`src/rtl/debug_tx_scheduler.sv`:
```
// debug_tx_scheduler: arbitrates snapshot frames and command-response packets onto
// the usb_serial debug TX byte channel. Packets never interleave, the two requesters
// alternate round-robin on a tie, and accepted bytes are spaced by GAP_CYCLES idle cycles.
module debug_tx_scheduler #(
    parameter int          NUM_BYTES  = 8,
    parameter int          GAP_CYCLES = 4096,
    parameter logic [7:0]  FRAME_HDR  = 8'hFF,
    parameter logic [7:0]  RSP_HDR    = 8'hFE
) (
    input  logic                   clk_48mhz,
    input  logic                   resetn,
    input  logic                   frame_req,
    input  logic [NUM_BYTES*8-1:0] snap_data,
    input  logic                   rsp_valid,
    input  logic [7:0]             rsp_data,
    input  logic                   rsp_last,
    output logic                   rsp_ready,
    output logic                   out_valid,
    output logic [7:0]             out_data,
    input  logic                   out_ready,
    output logic                   busy,
    output logic [7:0]             frames_dropped
);

    localparam int GAP_W = (GAP_CYCLES > 0) ? $clog2(GAP_CYCLES + 1) : 1;
    localparam logic [GAP_W-1:0] GAP_LOAD = GAP_W'(GAP_CYCLES);
    localparam logic [GAP_W-1:0] GAP_ZERO = GAP_W'(0);
    localparam logic [GAP_W-1:0] GAP_ONE  = GAP_W'(1);
    localparam logic [3:0]       IDX_LAST = 4'(NUM_BYTES - 1);

    typedef enum logic [2:0] {
        ST_IDLE   = 3'd0,
        ST_F_HDR  = 3'd1,
        ST_F_DATA = 3'd2,
        ST_R_HDR  = 3'd3,
        ST_R_DATA = 3'd4
    } state_t;

    state_t             r_state;
    state_t             w_state_next;
    logic [GAP_W-1:0]   r_gap_cnt;
    logic               r_frame_pend;
    logic               r_last_rsp;     // 1: last grant went to the response stream
    logic [127:0]       r_snap;         // zero-padded so any 4-bit index selects in range
    logic [3:0]         r_idx;
    logic [7:0]         r_drop_cnt;

    logic               w_gap_ok;
    logic               w_idle;
    logic               w_xfer;
    logic               w_frame_grant;
    logic               w_rsp_grant;

    assign w_gap_ok      = (r_gap_cnt == GAP_ZERO);
    assign w_idle        = (r_state == ST_IDLE);
    assign w_xfer        = out_valid & out_ready;
    // A tie goes to whichever requester was not served last.
    assign w_frame_grant = w_idle & w_gap_ok & r_frame_pend & (~rsp_valid | r_last_rsp);
    assign w_rsp_grant   = w_idle & w_gap_ok & rsp_valid & (~r_frame_pend | ~r_last_rsp);
    assign busy           = (r_state != ST_IDLE);
    assign frames_dropped = r_drop_cnt;

    // State register.
    always_ff @(posedge clk_48mhz) begin
        if (!resetn) begin
            r_state <= ST_IDLE;
        end else begin
            r_state <= w_state_next;
        end
    end

    // Next-state decode: grants leave IDLE, completed transfers walk through the packet.
    always_comb begin
        w_state_next = r_state;
        case (r_state)
            ST_IDLE: begin
                if (w_frame_grant) begin
                    w_state_next = ST_F_HDR;
                end else if (w_rsp_grant) begin
                    w_state_next = ST_R_HDR;
                end else begin
                    w_state_next = ST_IDLE;
                end
            end
            ST_F_HDR: begin
                if (w_xfer) w_state_next = ST_F_DATA;
                else        w_state_next = ST_F_HDR;
            end
            ST_F_DATA: begin
                if (w_xfer && (r_idx == IDX_LAST)) w_state_next = ST_IDLE;
                else                               w_state_next = ST_F_DATA;
            end
            ST_R_HDR: begin
                if (w_xfer) w_state_next = ST_R_DATA;
                else        w_state_next = ST_R_HDR;
            end
            ST_R_DATA: begin
                if (w_xfer && rsp_last) w_state_next = ST_IDLE;
                else                    w_state_next = ST_R_DATA;
            end
            default: w_state_next = ST_IDLE;
        endcase
    end

    // Output decode; the response body is passed straight through, gated by the pacing gap.
    always_comb begin
        out_valid = 1'b0;
        out_data  = 8'h00;
        rsp_ready = 1'b0;
        case (r_state)
            ST_IDLE: begin
                out_valid = 1'b0;
            end
            ST_F_HDR: begin
                out_valid = w_gap_ok;
                out_data  = FRAME_HDR;
            end
            ST_F_DATA: begin
                out_valid = w_gap_ok;
                out_data  = r_snap[{r_idx, 3'b000} +: 8];
            end
            ST_R_HDR: begin
                out_valid = w_gap_ok;
                out_data  = RSP_HDR;
            end
            ST_R_DATA: begin
                out_valid = rsp_valid & w_gap_ok;
                out_data  = rsp_data;
                rsp_ready = out_ready & w_gap_ok;
            end
            default: begin
                out_valid = 1'b0;
            end
        endcase
    end

    // Inter-byte gap: reload on every accepted byte, otherwise count down to zero.
    always_ff @(posedge clk_48mhz) begin
        if (!resetn) begin
            r_gap_cnt <= GAP_ZERO;
        end else if (w_xfer) begin
            r_gap_cnt <= GAP_LOAD;
        end else if (r_gap_cnt != GAP_ZERO) begin
            r_gap_cnt <= r_gap_cnt - GAP_ONE;
        end else begin
            r_gap_cnt <= r_gap_cnt;
        end
    end

    // Frame request latch, round-robin memory and saturating drop counter.
    always_ff @(posedge clk_48mhz) begin
        if (!resetn) begin
            r_frame_pend <= 1'b0;
            r_last_rsp   <= 1'b1;
            r_drop_cnt   <= 8'h00;
        end else begin
            r_frame_pend <= frame_req | (r_frame_pend & ~w_frame_grant);
            if (w_frame_grant) begin
                r_last_rsp <= 1'b0;
            end else if (w_rsp_grant) begin
                r_last_rsp <= 1'b1;
            end else begin
                r_last_rsp <= r_last_rsp;
            end
            if (frame_req && r_frame_pend && !w_frame_grant && (r_drop_cnt != 8'hFF)) begin
                r_drop_cnt <= r_drop_cnt + 8'd1;
            end else begin
                r_drop_cnt <= r_drop_cnt;
            end
        end
    end

    // Snapshot capture at frame grant and byte index within the frame body.
    always_ff @(posedge clk_48mhz) begin
        if (!resetn) begin
            r_snap <= 128'h0;
            r_idx  <= 4'd0;
        end else if (w_frame_grant) begin
            r_snap <= 128'(snap_data);
            r_idx  <= 4'd0;
        end else if ((r_state == ST_F_DATA) && w_xfer) begin
            r_snap <= r_snap;
            r_idx  <= r_idx + 4'd1;
        end else begin
            r_snap <= r_snap;
            r_idx  <= r_idx;
        end
    end

endmodule

```
`config.mk`:
```
export PLATFORM = sky130hd
export DESIGN_NAME = debug_tx_scheduler
export DESIGN_NICKNAME = d
export VERILOG_FILES = /design/src/rtl/debug_tx_scheduler.sv
export SDC_FILE = /design/constraint.sdc
export NUM_CORES = 1
export LEC_CHECK = 0
export BUFFER_PORTS_ARGS = -buffer_cell sky130_fd_sc_hd__buf_2
export CAP_MARGIN = 20
export CORE_UTILIZATION = 35
export CTS_CLUSTER_SIZE = 8
export DETAILED_ROUTE_END_ITERATION = 10
export PLACE_DENSITY = 0.63
export SLEW_MARGIN = 10
export SYNTH_ARGS = -nofsm -noshare
export SYNTH_HDL_FRONTEND = slang
export SYNTH_SLANG_ARGS = --single-unit
```
`constraint.sdc`:
```
create_clock -name clk_48mhz -period 5.4 [get_ports clk_48mhz]
set_input_delay 0.54 -clock clk_48mhz [delete_from_list [all_inputs] [get_ports clk_48mhz]]
set_output_delay 0.54 -clock clk_48mhz [all_outputs]
set_load 0.02 [all_outputs]
```
# Yosys cells after proc, flatten, opt, wreduce, memory -nomap -nowiden
# Index checks and enable logic that the tools add are counted.
# Widths: inputs -> output; s select.
dict set report classes {
  bitwise 17
  n_eq_ne 6
  muxes 14
  add_sub_neg 3
  n_shift 1
  reduce_logical 16
}
# cell count
set ops {}
lappend ops {{$shiftx 128x8->8} 1}
lappend ops {{$pmux 8 s4} 1}
lappend ops {{$mux 13} 2}
lappend ops {{$pmux 3 s5} 1}
lappend ops {{$logic_not 13->1} 1}
lappend ops {{$reduce_bool 13->1} 1}
lappend ops {{$sub 13x1->13 const B} 1}
lappend ops {{$and 1x1->1} 9}
lappend ops {{$add 8x1->8 const B} 1}
lappend ops {{$mux 2} 4}
lappend ops {{$ne 8x8->1 const B} 1}
lappend ops {{$eq 3x2->1 const B} 2}
lappend ops {{$logic_and 1x1->1} 6}
lappend ops {{$mux 3} 2}
lappend ops {{$not 1->1} 5}
lappend ops {{$add 4x1->4 const B} 1}
lappend ops {{$eq 4x3->1 const B} 1}
lappend ops {{$reduce_bool 2->1} 2}
lappend ops {{$reduce_or 2->1} 2}
lappend ops {{$eq 3x1->1 const B} 1}
lappend ops {{$eq 3x3->1 const B} 1}
lappend ops {{$logic_not 3->1} 1}
lappend ops {{$mux 1} 3}
lappend ops {{$or 1x1->1} 3}
lappend ops {{4 further kinds} 4}
dict set report totals {
  regBits 94
  output_inout_bits 19
  inputBits 78
}

# Depth between registers and ports, before layout
dict set report logic_depth {
  word_depth 7
  mapped_depth 9
  mapped_depth_nobuf 7
}

# Worst setup path before layout
# OpenSTA, ideal clock, no wires.
dict set report synth_timing {
  path_type {register -> output}
  from {reg r_idx[0]}
  to {out out_data[1]}
  required_time_ns 4.860
  arrival_time_ns 1.909
  stages_incl_launch_ff 7
  slack_ns 2.951
  n_path_buf 2
  path_cell_list {dfxtp_1 buf_4 buf_2 mux4_2 mux2_2 a21oi_1 o21ai_0}
}
dict set report synth_between {
  elab_chain_len 2
}
# item line_no
set synth_rtl {}
lappend synth_rtl {{start, declared} 45} ;# logic [3:0] r_idx;
lappend synth_rtl {{start signal, assigned} 183} ;# r_idx <= r_idx + 4'd1;
lappend synth_rtl {{start signal, assigned} 186} ;# r_idx <= r_idx;
lappend synth_rtl {{$shiftx 128x8->8} 120} ;# out_data = r_snap[{r_idx, 3'b000} +: 8];
lappend synth_rtl {{$pmux 8 s4} 110} ;# case (r_state)
lappend synth_rtl {{end, declared} 19} ;# output logic [7:0] out_data,
# Every way passes these cells.

# Worst setup path after layout
dict set report layout_timing {
  from {reg r_idx[0]}
  to {out out_data[2]}
}
# Same word-level chain as after synthesis.

==> results.yml <==
grt:
  grt_pass1_vias: 3728
  overflow: 0
  grt_pass1_wl_mm: 18.5
  antenna_found_initial: 1
  grtUsageTotal: 0.180
  grt_max_degree: 71
timing:
  finalCriticalPeriod_ns: 3.09
  hold_viol_final: 0
  finalClockSkew_ns: 0.0109
  setup_viol: 0
  max_freq_ghz: 0.324
  slew_headroom: 0.468
  fin_crit_sh: 0.572
  rsz0062_at_grt: "false"
  tns_ns: 0
  worst_pin_slew_ns: 0.797
  drv_slew: 0
floorplan:
  row_count: 41
  die_height_um: 117
  fp.coreArea_sq_um: 12700
  die_x_um: 117
  initial_core_util: 0.363
  boundaryPins: 97
  die_area_sq_um: 13600
detailed_routing:
  viasPerCell: 5.06
  wl_per_cell_um: 15.1
  vias: 3936
  drtIter0Drc: 220
  wirelength_mm: 11.8
  dr.pass1.iters: 4
  detail-route-antenna-nets: 0
  drc: 0
logic_synthesis:
  syn_area_sq_um: 4610
  ys_async_sr_fraction: 0
  synth_top_area_share: 0.408
  ys.flop_type: "dfxtp_1"
  synth-seq-cells: 94
  yosysTopAreaCell: "dfxtp_1"
  synthTopCellsByArea: "dfxtp_1, nand2_1, mux4_2"
  synth_common_cells: "nand2_1, dfxtp_1, a21boi_1, a21oi_1, nor2_1"
  postSynthAreaPerCell_sq_um: 8.78
  synth_edf_count: 0
  synth_most_common_cell: "nand2_1"
  syn_inst: 525
  yosysWarnings: 0
  synthDistinctLibCells: 52
  syn-num-nets: 607
  seq_area_frac_synth: 0.408
setup_path:
  r2r_end: "r_snap[2]$_SDFFE_PN0P_"
  arrival_ns: 2.55
  reg2reg_depth: 8
  required_ns: 4.86
  worst_setup_path_start_kind: "flop"
  startpoint: "r_idx[0]$_SDFFE_PP0P_"
  timing.rr.start: "r_gap_cnt[0]$_SDFFE_PP0P_"
  rrSetupSlack_ns: 2.94
  crit_fanout: 11
  crit_type: "reg2out"
  endpoint_kind: "output pin"
worst_hold_path:
  hold_path_end: "r_snap[47]$_SDFFE_PN0P_"
  hold_path_class: "in2reg"
  hold_depth: 3
  hold_path_startpoint: "snap_data[47]"
placed_design:
  dpl.hpwl_mm: 8.81
  gp_congestion: 0.820
  dpl.cell_count: 760
  io_buffers: 96
layout:
  synthToLayoutAreaGrowth_pct: 17.5
  n_fill_cell: 1335
  layout-drive-gt1-share: 0.249
  final_util: 0.426
  n_antenna_cell: 0
  finalNonFillerCells: 778
  final_nets: 683
clock_tree:
  clockBufferDepth: 2
  hold_buffers: 0
  cts_setup_buffers: 0
  cts.sinks: 94
  clk_latency_ns: 0.34
  htreeDepth: 3
  cts_tree: "done"
  cts.clk_slew.worst_paths_ns: 0.07
  root_buffer: "clkbuf_16"
  cts_buffers: 9
  cts_resized: 0
power:
  power.leakage_nw: 2.04
  vdd_drop_max_uv: 163
  power_w: 0.00220
  power_density_nw_per_um2: 406
outcome:
  outcome: "completed"
flow_run:
  cap_viol_max_count: 0
-- state kept, by name, summed over array words and instances (netlist names) --
register and count:
frames_dropped 8, r_frame_pend 1, r_gap_cnt 13, r_idx 4, r_last_rsp 1, r_snap 64, r_state 3
-- cell families (layout without fill, tap and decap cells) --
group,Yosys count,count (layout),synth area share
xor gates and xnor gates,13,13,0.0247
adders and majority gates,4,4,0.0109
DFF,94,94,0.408
AOI/OAI and AO/OA,115,115,0.164
buffers and inverters,43,124,0.0567
and+or+nand+nor,229,229,0.232
muxes,27,27,0.104
-- cell type report --
| class | count | area [sq um] | area share |
|---|---|---|---|
| inverter | 8 | 30.0 | 0.00554 |
| timing repair buffer | 100 | 531 | 0.0979 |
| tap | 172 | 215 | 0.0397 |
| clock buffer | 10 | 239 | 0.0441 |
| clock inverter | 6 | 53.8 | 0.00993 |
| multi-input combinational | 388 | 2470 | 0.456 |
| sequential | 94 | 1880 | 0.347 |
-- cell usage in the layout (no fill, tap or decap), types with 4 or more instances in the layout --
| master | instances |
|---|---|
| nand3_1 | 8 |
| buf_2 | 96 |
| xnor2_1 | 12 |
| o21ai_0 | 15 |
| inv_1 | 8 |
| nand2b_1 | 4 |
| nor2_1 | 25 |
| nand2_1 | 149 |
| and2_1 | 4 |
| a21oi_1 | 28 |
| a21boi_1 | 45 |
| clkbuf_16 | 9 |
| nand4_1 | 4 |
| and3_1 | 5 |
| ha_1 | 4 |
| mux2_2 | 8 |
| a21boi_0 | 7 |
| a31oi_1 | 4 |
| nor3_1 | 5 |
| o31ai_1 | 4 |
| mux4_2 | 16 |
| or3_1 | 4 |
| dfxtp_1 | 94 |
-- layer usage --
metal / GRT usage / up-vias / wire length, um
met5: 0 / - / 13
met4: 0.0473 / 2 / 143
met3: 0.0314 / 15 / 609
met2: 0.298 / 96 / 5460
met1: 0.243 / 1856 / 5550
li1: - / 1967 / -
-- where the power goes --
| group | total, W | switching, W | internal, W |
|---|---|---|---|
| clock | 0.000617 | 0.000283 | 0.000334 |
| sequential | 0.000880 | 0.000102 | 0.000778 |
| combinational | 0.000702 | 0.000407 | 0.000294 |
| total | 0.00220 | 0.000793 | 0.00141 |
-- worst max-delay path, cell delays in order, from the launching register on --
cell,delay (ns)
dfxtp_1,0.71
buf_8,0.24
mux4_2,0.50
mux2_2,0.29
a21oi_1,0.18
o21ai_0,0.10
buf_2,0.19
-- how the worst max path moves through the flow --
stage                  endpoint  slack, ns  cells after the start
floorplan           out_data[1]       2.95                      6
global placement    out_data[1]       2.50                      5
detailed placement  out_data[2]       2.42                      5
CTS                 out_data[2]       2.04                      5
global route        out_data[2]       2.13                      6
finish              out_data[2]       2.31                      6
-- stage by stage --
step / setup WS [ns] / cell area, sq um / hold WS [ns]
floorplan: 2.95 / 4610 / 0.428
global placement: 2.50 / 5090 / 0.440
detailed placement: 2.42 / 5090 / 0.442
CTS: 2.04 / 5390 / 0.430
global route: 2.13 / 5420 / 0.432
finish: 2.31 / 5420 / 0.434
Power figures use the tool's default switching activity.
